### config.mk
export PLATFORM = sky130hd
export DESIGN_NAME = branch_resolve_unit
export DESIGN_NICKNAME = d
export VERILOG_FILES = /design/src/rtl/bru_pkg.sv /design/src/rtl/bru_queue.sv /design/src/rtl/branch_resolve_unit.sv
export SDC_FILE = /design/constraint.sdc
export NUM_CORES = 1
export LEC_CHECK = 0
export CORE_ASPECT_RATIO = 1.1
export CORE_MARGIN = 2
export CORE_UTILIZATION = 57
export CTS_BUF_LIST = sky130_fd_sc_hd__clkbuf_4
export DETAILED_ROUTE_END_ITERATION = 12
export GPL_TIMING_DRIVEN = 0
export PLACE_DENSITY = 0.88
export SLEW_MARGIN = 5
export SYNTH_ARGS = -nofsm -noshare
export SYNTH_HDL_FRONTEND = slang
export SYNTH_SLANG_ARGS = --single-unit
### constraint.sdc
create_clock -name clk -period 3.2 [get_ports clk]
set_input_delay 0.8 -clock clk [delete_from_list [all_inputs] [get_ports clk]]
set_output_delay 0.8 -clock clk [all_outputs]
set_load 0.005 [all_outputs]
### src/rtl/bru_pkg.sv
`default_nettype none
// ============================================================================
//  Module   : bru_pkg
//  Purpose  : Shared constants and queue-entry layout for the branch resolve
//             unit. An entry is the state a prediction must carry until it is
//             resolved in EX.
//             Entry layout, MSB to LSB: {idx, taken, alt_pc}.
//  Revision : 1.0 - initial release
// ============================================================================
package bru_pkg;

   localparam int BRU_IDX_W    = 5;                 // BHT index width
   localparam int BRU_PC_W     = 32;                // PC width
   localparam int BRU_BHT_SIZE = 1 << BRU_IDX_W;    // BHT entries
   localparam int BRU_ENTRY_W  = BRU_IDX_W + 1 + BRU_PC_W;

   // Entry layout for the default widths.
   typedef struct packed {
      logic [BRU_IDX_W-1:0] idx;
      logic                 taken;
      logic [BRU_PC_W-1:0]  alt_pc;
   } bru_entry_t;

   // Entry width for arbitrary index/PC widths.
   function automatic int bru_entry_w(input int idx_w, input int pc_w);
      return idx_w + 1 + pc_w;
   endfunction

endpackage
`default_nettype wire

### src/rtl/bru_queue.sv
`default_nettype none
// ============================================================================
//  Module   : bru_queue
//  Purpose  : DEPTH-entry in-order FIFO holding in-flight predictions.
//             clear has priority over push/pop. A push while full is taken
//             only when a pop happens in the same cycle.
//  Ports    : clk, arst        clock / async active-high reset
//             push, push_data  enqueue at tail
//             pop              dequeue head (ignored when empty)
//             clear            drop every entry
//             head_data        oldest entry (undefined when empty)
//             count            current entries, full, empty
//  Revision : 1.0 - initial release
// ============================================================================
module bru_queue #(
   parameter int DEPTH = 4,
   parameter int WIDTH = 38
) (
   input  logic                       clk,
   input  logic                       arst,
   input  logic                       push,
   input  logic [WIDTH-1:0]           push_data,
   input  logic                       pop,
   input  logic                       clear,
   output logic [WIDTH-1:0]           head_data,
   output logic [$clog2(DEPTH):0]     count,
   output logic                       full,
   output logic                       empty
);

   localparam int c_ptr_w = $clog2(DEPTH);

   logic [WIDTH-1:0]   r_mem [DEPTH];
   logic [c_ptr_w-1:0] r_wr_ptr;
   logic [c_ptr_w-1:0] r_rd_ptr;
   logic [c_ptr_w:0]   r_count;

   logic w_do_push;
   logic w_do_pop;

   assign full      = (r_count == (c_ptr_w+1)'(DEPTH));
   assign empty     = (r_count == '0);
   assign count     = r_count;
   assign head_data = r_mem[r_rd_ptr];

   assign w_do_pop  = pop & ~empty;
   assign w_do_push = push & (~full | w_do_pop);

   // DEPTH is a power of two, so pointers wrap naturally.
   always_ff @(posedge clk or posedge arst) begin
      if (arst) begin
         r_wr_ptr <= '0;
         r_rd_ptr <= '0;
         r_count  <= '0;
      end else if (clear) begin
         r_wr_ptr <= '0;
         r_rd_ptr <= '0;
         r_count  <= '0;
      end else begin
         if (w_do_push) r_wr_ptr <= r_wr_ptr + c_ptr_w'(1);
         if (w_do_pop)  r_rd_ptr <= r_rd_ptr + c_ptr_w'(1);
         r_count <= r_count + (c_ptr_w+1)'(w_do_push) - (c_ptr_w+1)'(w_do_pop);
      end
   end

   // Storage needs no reset: entries are only read while counted valid.
   always_ff @(posedge clk) begin
      if (w_do_push && !clear) r_mem[r_wr_ptr] <= push_data;
   end

endmodule
`default_nettype wire

### src/rtl/branch_resolve_unit.sv
`default_nettype none
// ============================================================================
//  Module   : branch_resolve_unit
//  Purpose  : Update-side partner of the 2-bit BHT. Queues predictions from IF
//             in program order, retires the oldest against the EX outcome,
//             drives the BHT write port and raises a one-cycle mispredict
//             with the redirect PC. All outputs are registered.
//  Ports    : clk, arst                          clock / async reset
//             pred_valid/idx/taken/alt_pc, pred_ready   IF side
//             res_valid, res_taken, flush        EX / control side
//             upd_en, upd_addr, upd_taken        BHT write port
//             mispredict, redirect_pc            redirect
//             occupancy, br_count, mis_count, underflow   status
//  Revision : 1.0 - initial release
// ============================================================================
module branch_resolve_unit
   import bru_pkg::*;
#(
   parameter int DEPTH = 4,
   parameter int IDX_W = BRU_IDX_W,
   parameter int PC_W  = BRU_PC_W,
   parameter int CNT_W = 16
) (
   input  logic                     clk,
   input  logic                     arst,
   input  logic                     pred_valid,
   input  logic [IDX_W-1:0]         pred_idx,
   input  logic                     pred_taken,
   input  logic [PC_W-1:0]          pred_alt_pc,
   output logic                     pred_ready,
   input  logic                     res_valid,
   input  logic                     res_taken,
   input  logic                     flush,
   output logic                     upd_en,
   output logic [IDX_W-1:0]         upd_addr,
   output logic                     upd_taken,
   output logic                     mispredict,
   output logic [PC_W-1:0]          redirect_pc,
   output logic [$clog2(DEPTH):0]   occupancy,
   output logic [CNT_W-1:0]         br_count,
   output logic [CNT_W-1:0]         mis_count,
   output logic                     underflow
);

   localparam int c_entry_w = bru_entry_w(IDX_W, PC_W);

   logic [c_entry_w-1:0]   w_head;
   logic [IDX_W-1:0]       w_head_idx;
   logic                   w_head_taken;
   logic [PC_W-1:0]        w_head_alt_pc;
   logic                   w_full;
   logic                   w_empty;
   logic                   w_res;
   logic                   w_mis;
   logic                   w_clear;
   logic                   w_pop;
   logic                   w_push;

   logic                   r_upd_en;
   logic [IDX_W-1:0]       r_upd_addr;
   logic                   r_upd_taken;
   logic                   r_mispredict;
   logic [PC_W-1:0]        r_redirect_pc;
   logic [CNT_W-1:0]       r_br_count;
   logic [CNT_W-1:0]       r_mis_count;
   logic                   r_underflow;

   assign w_head_idx    = w_head[c_entry_w-1 -: IDX_W];
   assign w_head_taken  = w_head[PC_W];
   assign w_head_alt_pc = w_head[PC_W-1:0];

   // A resolve only counts when there is something to resolve.
   assign w_res   = res_valid & ~w_empty;
   // An external flush supersedes the redirect: the outcome still trains the
   // BHT, but the front end is already being redirected elsewhere.
   assign w_mis   = w_res & (res_taken != w_head_taken) & ~flush;
   assign w_clear = flush | w_mis;
   assign w_pop   = w_res & ~w_clear;
   // pred_ready reflects only stored state; a push while full is still
   // honoured when a correct resolve frees the head in the same cycle.
   assign w_push  = pred_valid & (~w_full | w_pop) & ~w_clear;

   assign pred_ready = ~w_full;

   bru_queue #(
      .DEPTH (DEPTH),
      .WIDTH (c_entry_w)
   ) u_queue (
      .clk       (clk),
      .arst      (arst),
      .push      (w_push),
      .push_data ({pred_idx, pred_taken, pred_alt_pc}),
      .pop       (w_pop),
      .clear     (w_clear),
      .head_data (w_head),
      .count     (occupancy),
      .full      (w_full),
      .empty     (w_empty)
   );

   always_ff @(posedge clk or posedge arst) begin
      if (arst) begin
         r_upd_en      <= 1'b0;
         r_upd_addr    <= '0;
         r_upd_taken   <= 1'b0;
         r_mispredict  <= 1'b0;
         r_redirect_pc <= '0;
         r_br_count    <= '0;
         r_mis_count   <= '0;
         r_underflow   <= 1'b0;
      end else begin
         r_upd_en     <= w_res;
         r_mispredict <= w_mis;
         if (w_res) begin
            r_upd_addr  <= w_head_idx;
            r_upd_taken <= res_taken;
            r_br_count  <= r_br_count + CNT_W'(1);
         end
         if (w_mis) begin
            r_redirect_pc <= w_head_alt_pc;
            r_mis_count   <= r_mis_count + CNT_W'(1);
         end
         if (res_valid && w_empty) r_underflow <= 1'b1;
      end
   end

   assign upd_en      = r_upd_en;
   assign upd_addr    = r_upd_addr;
   assign upd_taken   = r_upd_taken;
   assign mispredict  = r_mispredict;
   assign redirect_pc = r_redirect_pc;
   assign br_count    = r_br_count;
   assign mis_count   = r_mis_count;
   assign underflow   = r_underflow;

endmodule
`default_nettype wire
# [Yosys cells after proc, flatten, opt, wreduce, memory -nomap -nowiden]
# Memory sizes are Yosys's and may differ from the RTL's.
# Cells that the tools add are included.
# Widths: inputs -> output; s select.
[word_totals] mem_bits_rw=152 latch_bits=0 in_bits=44 word_cells=48 out_inout_bits=77 rom_bits=0 mem_count=1 ff_bits=80
[classes] n_mux=7 n_shift=0 n_div=0 eq_ne=2 multipliers=0 n_bitwise=15 add_sub_neg=6 order_cmp=0 reduce_logical=6
[memory_table] memory="u_queue.r_mem" words=4 width=38 read_ports=1 rd_clocked_by_memory_dff=0 write_ports=1 line_no="bru_queue.sv:33" text="logic [WIDTH-1:0] r_mem [DEPTH];"
[ops] op="$add 16x1->16 const B" n=2
[ops] op="$and 1x1->1" n=8
[ops] op="$mux 2" n=4
[ops] op="$add 2x1->2 const B" n=2
[ops] op="$not 1->1" n=4
[ops] op="$reduce_bool 2->1" n=2
[ops] op="$add 3x1->3" n=1
[ops] op="$eq 3x3->1 const B" n=1
[ops] op="$logic_not 3->1" n=1
[ops] op="$mux 3" n=1
[ops] op="$or 1x1->1" n=3
[ops] op="$sub 3x1->3" n=1
[ops] op="$logic_and 1x1->1" n=2
[ops] op="$mux 1" n=2
[ops] op="$logic_not 1->1" n=1
[ops] op="$ne 1x1->1" n=1

# [Logic depth before layout (Yosys ltp)]
# Gate-level depths: netlist of the first run.
[logic_depth] word_depth=15 ltp_mapped=16 depth_no_buf=14

# [By module]
# From an unflattened synthesis of the first run, not the netlist that was laid out.
[unflattened] cells_unflattened=471 area_unflattened_um2=8938.6
[modules_own_cells] mod="bru_queue" cells_each=245 seq_area_each_um2=4739.5 instances=1 area_each_um2=5978.2
[modules_own_cells] mod="branch_resolve_unit" cells_each=226 seq_area_each_um2=1826.8 instances=1 area_each_um2=2960.3

# [Least setup slack after synthesis of the first run]
# Ideal clock, no wire load.
[synth_timing] path_kind="input to register" start="input res_taken" end="memory u_queue.r_mem[0][0], enable pin" n_path_buf=0 arrival_time_ps=2599 path_stages=5 setup_ps=399 slack_ps=202 required_ps=2801 path_cell_list="nand2b_1 > mux2_2 > o211ai_4 > nor2b_1 > and3_1"
[synth_between] elab_chain_cells=13 word_cells_on_any_way=16 classes_between="eq/ne (1); mux (2); bitwise (11); reduce/logical (2)"
[synth_rtl] item="start: declaration" line_no="branch_resolve_unit.sv:32" text="input logic res_taken,"
[synth_rtl] item="$ne 1x1->1 (*)" line_no="branch_resolve_unit.sv:76" text="assign w_mis = w_res & (res_taken != w_head_taken) & ~flush;"
[synth_rtl] item="$and 1x1->1 (*) (2 in series)" line_no="branch_resolve_unit.sv:76"
[synth_rtl] item="$or 1x1->1 (*)" line_no="branch_resolve_unit.sv:77" text="assign w_clear = flush | w_mis;"
[synth_rtl] item="$not 1->1" line_no="branch_resolve_unit.sv:78, branch_resolve_unit.sv:81"
[synth_rtl] item="$and 1x1->1" line_no="branch_resolve_unit.sv:78" text="assign w_pop = w_res & ~w_clear;"
[synth_rtl] item="$or 1x1->1" line_no="branch_resolve_unit.sv:81" text="assign w_push = pred_valid & (~w_full | w_pop) & ~w_clear;"
[synth_rtl] item="$and 1x1->1 (2 in series)" line_no="branch_resolve_unit.sv:81"
[synth_rtl] item="$and 1x1->1" line_no="bru_queue.sv:47" text="assign w_do_push = push & (~full | w_do_pop);"
[synth_rtl] item="$logic_and 1x1->1 (*)" line_no="bru_queue.sv:68" text="if (w_do_push && !clear) r_mem[r_wr_ptr] <= push_data;"
[synth_rtl] item="$mux 1 (*)" line_no="bru_queue.sv:68"
[synth_rtl] item="$mux 1 (not written as such) (*)" line_no="bru_queue.sv:68"
[synth_rtl] item="end: declaration" line_no="bru_queue.sv:33"
# Mark *: on every way between the ends. The rest lies on a longest branch, timed or not.

# [Final worst setup path of the first run]
[layout_timing] start="register u_queue.r_count[1] (netlist: u_queue.count[1])" end="register u_queue.r_count[2] (netlist: u_queue.count[2])"
[layout_between] elab_chain_cells=15 word_cells_on_any_way=19 classes_between="add/sub (2); eq/ne (1); mux (1); bitwise (14); reduce/logical (1)"
[layout_rtl] item="start: declaration" line_no="bru_queue.sv:36" text="logic [c_ptr_w:0] r_count;"
[layout_rtl] item="start signal: assignment" line_no="bru_queue.sv:62" text="r_count <= r_count + (c_ptr_w+1)'(w_do_push) - (c_ptr_w+1)'(w_do_pop);"
[layout_rtl] item="$logic_not 3->1" line_no="bru_queue.sv:42" text="assign empty = (r_count == '0);"
[layout_rtl] item="$not 1->1" line_no="bru_queue.sv:46, branch_resolve_unit.sv:73"
[layout_rtl] item="$and 1x1->1" line_no="branch_resolve_unit.sv:73" text="assign w_res = res_valid & ~w_empty;"
[layout_rtl] item="$and 1x1->1 (2 in series)" line_no="branch_resolve_unit.sv:76"
[layout_rtl] item="$or 1x1->1" line_no="branch_resolve_unit.sv:77"
[layout_rtl] item="$not 1->1" line_no="branch_resolve_unit.sv:78, branch_resolve_unit.sv:81"
[layout_rtl] item="$and 1x1->1" line_no="branch_resolve_unit.sv:78"
[layout_rtl] item="$or 1x1->1" line_no="branch_resolve_unit.sv:81"
[layout_rtl] item="$and 1x1->1 (2 in series)" line_no="branch_resolve_unit.sv:81"
[layout_rtl] item="$and 1x1->1" line_no="bru_queue.sv:47"
[layout_rtl] item="$add 3x1->3" line_no="bru_queue.sv:62"
[layout_rtl] item="$sub 3x1->3" line_no="bru_queue.sv:62"
[layout_rtl] item="$mux 3 (*)" line_no="bru_queue.sv:55" text="end else if (clear) begin"
# Marks and branches as above.
# A chain may end at the register's enable or synchronous reset.

==> flow_summary.yaml, run 1 <==
cts:
  path_clk_slew_ps: 70
  root_buffer: "clkbuf_4"
  cts_tree: "built"
  htreeDepth: 2
  cts_hold_buffers: 0
  post_cts_buffers: 0
  clkLatencyLatePin_ps: 650
  cts_buffers: 56
  cts_sinks: 232
  cts.path.max_buffers: 3
sta:
  fin_crit_sh_pct: 93.6
  maxSlewViolCount: 0
  finalSetupTns_ps: 0
  timing.final.ws_setup_ps: 204
  finalClockSkew_ps: 39.9
  maxSlewHeadroom_pct: 54.9
  rsz0062_at_grt: "no"
  max_clock_freq_ghz: 0.334
  hold_viol: 0
  tightest_slew_ps: 676
  fin_crit_ps: 3000
  final-setup-viol-count: 0
critical_path:
  path_cells: "nor3_2 -> nand2b_1 -> buf_2 -> inv_2 -> o211ai_4 -> nand2b_4 -> nor2_1 -> ha_1 -> inv_1 -> ha_1 -> inv_1 -> fa_1 -> xor2_1 -> xnor2_1 -> nor2_1"
  end_kind: "flip-flop"
  startpoint_type: "flip-flop"
  timing.critical_path.arrival_ps: 3520
  worstReg2RegEnd: "u_queue.count[2]"
  critPathKind: "flip-flop to flip-flop"
  crit_start: "u_queue.count[1]"
  r2r_slack_ps: 200
  cp_max_fo: 9
  r2r_cells: 15
  required_ps: 3720
  crit_slowest_cell: "dfrtp_1"
  cp-endpoint: "u_queue.count[2]"
  slowest_delay_ps: 460
  r2r_start: "u_queue.count[1]"
floorplan:
  initial_core_util_pct: 57.9
  top_level_ports: 121
  num_rows: 48
  die_width_um: 124
  die_h_um: 136
  die_area_sq_mm: 0.0168
  core-area_sq_mm: 0.0156
synth:
  synth-edff-count: 152
  yosys.area.top_type_share_pct: 50.7
  synth_area_sq_mm: 0.00900
  async_flop_share_pct: 34.5
  syn_inst: 479
  synth_area_per_cell_sq_um: 18.8
  syn_nets: 532
  yosysSeqAreaShare_pct: 72.9
  yosys.area.top_type: "edfxtp_1"
  yosysUniqueCellTypes: 36
  ys.warnings.count: 0
  synth_top_cells_by_area: "edfxtp_1, dfrtp_1, mux4_2, mux2_4, xor2_1"
  ys.flop_type: "edfxtp_1"
  yosys_register_bits: 232
global_routing:
  grt_pass1_wl_mm: 27.1
  overflow: 0
  track_usage_pct: 21.5
  grt_pass1_vias: 5375
  antenna_found_initial: 0
  grt_max_degree: 42
detailed_routing:
  drt-total-wl_mm: 16.8
  dr_total_vias: 4937
  via_per_inst: 5.44
  drtPass1Iterations: 4
  ant_nets: 0
  wl_per_cell_um: 18.5
  drcViolationCount: 0
  drt_iter0_drc: 232
pwr:
  ir_drop_mv: 0.543
  p_int_w: 0.00632
  powerDensity_mw_per_mm2: 757
  p_seq_share_pct: 46.2
  p_leak_nw: 4.34
  p_sw_share_pct: 26.3
  power.net_switching_w: 0.00225
  power_frac_clock_pct: 27.8
  combPwrFrac_pct: 26.0
status:
  status: "finished, final reports clean"
flow_run:
  maxCapViolCount: 0
layout:
  diodes: 0
  fillers: 954
  finalNetCount: 714
  instances_no_fill: 907
  layout-drive-gt1-share_pct: 26.2
  areaGrowthSynthToFinish_pct: 25.7
place:
  pre_cts_ws_ps: -632
  port_buffers: 120
  dp_hpwl_mm: 10.9
  place_congestion: 0.765
  dp_cells: 804
min_path:
  min_path_type: "flip-flop to flip-flop"
[worst max-delay path: cells and delay by family (launching register included)]
kind	cells	cell delay, ps
AND/OR/NAND/NOR	5	730
adder cells (fa/ha/maj)	3	740
buffers and inverters	4	450
XOR/XNOR	2	310
flip-flops	1	460
AO/OA/AOI/OAI	1	200
[cell usage in the layout (no fill, tap or decap), types with 5 or more instances in the layout]
master / count
edfxtp_1: 152
clkdlybuf4s50_1: 120
clkbuf_4: 84
dfrtp_1: 80
nand2_1: 41
mux4_2: 37
mux2_4: 27
xor2_1: 23
nor2_1: 16
clkinv_1: 16
xnor2_1: 13
ha_1: 8
buf_2: 7
and3_1: 6
nand4_1: 6
mux2_2: 6
nor3_1: 6
nand3_1: 5
inv_1: 5
[Yosys cell counts, types with 6 or more instances]
| library cell | instances |
|---|---|
| buf_2 | 7 |
| mux2_4 | 27 |
| and3_1 | 10 |
| xnor2_1 | 13 |
| edfxtp_1 | 152 |
| nand4_1 | 6 |
| mux4_2 | 37 |
| nand2_1 | 41 |
| nor3_1 | 7 |
| ha_1 | 8 |
| nor2_1 | 16 |
| inv_1 | 6 |
| xor2_1 | 23 |
| dfrtp_1 | 80 |
| mux2_2 | 6 |
[cell type report]
| class | count | area (sq um) | share of cell area, % |
|---|---|---|---|
| sequential | 232 | 6570 | 58.0 |
| multi-input combinational | 224 | 2330 | 20.6 |
| timing repair buffer | 125 | 1310 | 11.6 |
| clock buffer | 84 | 631 | 5.57 |
| tap | 200 | 250 | 2.21 |
| clock inverter | 20 | 104 | 0.918 |
| buffer | 15 | 91.3 | 0.807 |
| inverter | 7 | 28.8 | 0.254 |
[per-layer routing]
| metal | GRT usage [%] | vias to the layer above | share of wire (%) |
|---|---|---|---|
| met5 | 0 | - | 0 |
| met4 | 8.40 | 0 | 1.8 |
| met3 | 5.77 | 28 | 7.2 |
| met2 | 35.6 | 179 | 51 |
| met1 | 27.2 | 2513 | 40 |
| li1 | - | 2217 | - |
[state kept, by name, indices dropped and copies added (netlist names)]
| signal | count |
|---|---|
| u_queue.r_rd_ptr | 2 |
| u_queue.count | 3 |
| underflow | 1 |
| redirect_pc | 32 |
| upd_taken | 1 |
| upd_en | 1 |
| mis_count | 16 |
| br_count | 16 |
| mispredict | 1 |
| u_queue.r_wr_ptr | 2 |
| upd_addr | 5 |
| u_queue.r_mem | 152 |
[what timing repair did]
| action | in CTS | in global routing |
|---|---|---|
| gates resized for setup | 2 | 1 |
| gates cloned | 0 | 0 |
| setup endpoints to repair | 1 | 1 |
[power groups by stage]
stage	Sequential [W]	Combinational [W]	Clock, W
after floorplan	0.00397	0.00122	0
after global placement	0.00399	0.00215	0
after detailed placement	0.00400	0.00226	0
after CTS	0.00395	0.00227	0.00245
after global routing	0.00400	0.00242	0.00260
final	0.00396	0.00223	0.00238
[through the flow]
stage / util [%] / total power (W) / instance area, sq um / hold WS (ps)
after floorplan: - / 0.00519 / 9000 / 451
after global placement: 67.2 / 0.00614 / 10500 / 439
after detailed placement: 67.9 / 0.00626 / 10600 / 450
after CTS: 72.7 / 0.00868 / 11300 / 460
after global routing: 72.7 / 0.00903 / 11300 / 478
final: 72.7 / 0.00857 / 11300 / 463
[cells by family (layout without fill, tap and decap cells)]
family,count (synthesis),after routing,share of synthesized area [%]
mux,73,73,14.9
simple gates,101,101,5.50
buf+inv,23,251,1.35
xor+xnor,36,36,3.50
fa+ha+maj,9,9,1.33
flops,232,232,72.9
compound gates,5,5,0.514
[how the worst min path moves through the flow]
stage | depth (start not counted) | end | start | slack [ps]
3_5_place_dp | 1 | underflow | underflow | 450
2_1_floorplan | 1 | underflow | underflow | 450
4_1_cts | 1 | underflow | underflow | 460
3_3_place_gp | 1 | underflow | underflow | 440
5_1_grt | 1 | underflow | underflow | 480
6_report | 1 | mis_count[15] | mis_count[15] | 460
Power figures use the tool's default switching activity.
==> run 2: changes to the inputs <==
CELL_PAD_IN_SITES_DETAIL_PLACEMENT = 2   (was default)
CELL_PAD_IN_SITES_GLOBAL_PLACEMENT = 2   (was default)
CORE_MARGIN = 3   (was 2)
CORE_UTILIZATION = 42   (was 57)
PLACE_DENSITY = 0.87   (was 0.88)
==> run 2 against run 1 <==
  * Clock skew up 9.1 ps
  * Non-clock buffer count grew 2
  * Cell count grew 11%
  * Final area up 1.6%
  * Core utilization decreased by 17 points
  * Critical path depth stayed put
  * Count of clock-buffer cells in the layout is 13 higher
  * Hold slack improved by 3.7 ps
  * First-iteration DRC count shrank 19%
  * Global-route usage down 0.99 points
  * Routed wire length is 40% higher
  * Flip-flop and latch count unchanged
  * Critical path type is now input pin to flip-flop
  * Largest cell class unchanged
  * Highest routed layer is now met5
==> flow_summary.yaml, run 2 (synthesis results as in run 1) <==
detailed_routing:
  via_per_inst: 5.04
  drt-total-wl_mm: 23.5
  drcViolationCount: 0
  dr_total_vias: 5058
  drt_iter0_drc: 188
  wl_per_cell_um: 23.4
  drtPass1Iterations: 4
  ant_nets: 0
layout:
  final_common_cell: "edfxtp_1"
  diodes: 0
  instances_no_fill: 1004
  regArea_sq_mm: 0.00657
  top_register: "u_queue.r_mem"
  areaGrowthSynthToFinish_pct: 27.7
  fillers: 1823
  layout-drive-gt1-share_pct: 28.0
  multi_input_area_sq_mm: 0.00233
  mostFrequentLayoutCells: "edfxtp_1, clkdlybuf4s50_1, clkbuf_4"
  finalNetCount: 720
  final_util_pct: 55.3
  largest_reg_flops: 152
floorplan:
  die_area_sq_mm: 0.0232
  top_level_ports: 121
  die_width_um: 146
  num_rows: 55
  die_h_um: 160
  core-area_sq_mm: 0.0208
  initial_core_util_pct: 43.3
global_routing:
  antenna_found_initial: 1
  overflow: 0
  grt_pass1_wl_mm: 36.7
  grt_pass1_vias: 6107
  met2_usage_pct: 37.3
  track_usage_pct: 20.5
  grt_util_met3_pct: 5.95
  grt_max_degree: 48
  top_usage_layer: "met2"
  grt_use_met1_pct: 23.6
sta:
  finalClockSkew_ps: 49.1
  tightest_slew_ps: 759
  hold_viol: 0
  final-setup-viol-count: 0
  fin_crit_sh_pct: 91.5
  maxSlewViolCount: 0
  fin_crit_ps: 2930
  max_clock_freq_ghz: 0.341
  finalSetupTns_ps: 0
  maxSlewHeadroom_pct: 49.4
  rsz0062_at_grt: "no"
critical_path:
  cp_max_fo: 9
  required_ps: 3720
  path_cells: "clkdlybuf4s50_1 -> nand2b_1 -> clkbuf_4 -> inv_2 -> o211ai_4 -> nand2b_4 -> nor2_1 -> ha_1 -> inv_1 -> ha_1 -> inv_1 -> fa_1 -> xor2_1 -> xnor2_1 -> nor2_1"
  critPathKind: "input pin to flip-flop"
  r2r_cells: 15
  slowest_delay_ps: 520
  end_kind: "flip-flop"
  startpoint_type: "input pin"
  timing.critical_path.arrival_ps: 3450
  crit_slowest_cell: "clkdlybuf4s50_1"
place:
  place_congestion: 0.764
  port_buffers: 120
  dp_cells: 889
  dp_hpwl_mm: 14.7
cts:
  cts_sinks: 232
  cts.path.max_buffers: 3
  htreeDepth: 2
  path_clk_slew_ps: 70
  clkLatencyLatePin_ps: 670
  cts_buffers: 60
  cts_hold_buffers: 0
  cts_tree: "built"
  root_buffer: "clkbuf_4"
flow_run:
  maxCapViolCount: 0
status:
  status: "finished, final reports clean"
pwr:
  ir_drop_mv: 0.420
  powerDensity_mw_per_mm2: 780
  p_total_w: 0.00897
  p_leak_nw: 4.39
min_path:
  holdPathStages: 1
  min_path_type: "flip-flop to flip-flop"
[run 2: power by group]
part,switching [W],internal (W)
clock network,0.00124,0.00137
logic,0.000975,0.00139
registers,0.000335,0.00367
total,0.00255,0.00643
[run 2: area by class of cell]
class | instances | share of cell area (%)
multi-input cells | 224 | 20.3
clock buffers | 97 | 6.33
plain buffers | 15 | 0.816
well taps | 285 | 3.10
repair buffers | 127 | 11.5
flip-flops and latches | 232 | 57.1
inverters | 7 | 0.250
clock inverters | 17 | 0.577
[run 2: final timing paths]
kind | startpoint | to | slack [ps]
max | res_valid | u_queue.count[2] | 270
min | mis_count[15] | mis_count[15] | 470
max reg2reg | u_queue.count[1] | u_queue.count[2] | 280
min reg2reg | mis_count[15] | mis_count[15] | 470
max in group asynchronous | arst | redirect_pc[4] | 2020
min in group asynchronous | arst | mis_count[15] | 530
[run 2: through the flow]
stage	setup WS (ps)	hold WS, ps	cell area [sq um]
after floorplan	202	451	9000
after global placement	-1290	443	10600
after detailed placement	-804	457	10700
after CTS	32.3	471	11500
after global routing	18.0	490	11500
final	272	467	11500
[run 2: repair_timing]
| action | 4_1_cts | 5_1_grt |
|---|---|---|
| pin swaps | 0 | 1 |
| setup endpoints to repair | 1 | 1 |
| resized for setup | 2 | 3 |
| setup buffers | 0 | 2 |
[run 2: critical path, delay by kind of cell]
kind	cells	cell delay (ps)
adders and majority gates	3	790
and+or+nand+nor	4	350
AOI/OAI and AO/OA	1	160
buffers and inverters	5	990
xor gates and xnor gates	2	340
[run 2: layer usage]
layer | vias up | wire (um)
li1 | 2230 | -
met1 | 2623 | 8910
met2 | 158 | 12800
met3 | 45 | 1330
met4 | 2 | 471
met5 | - | 11
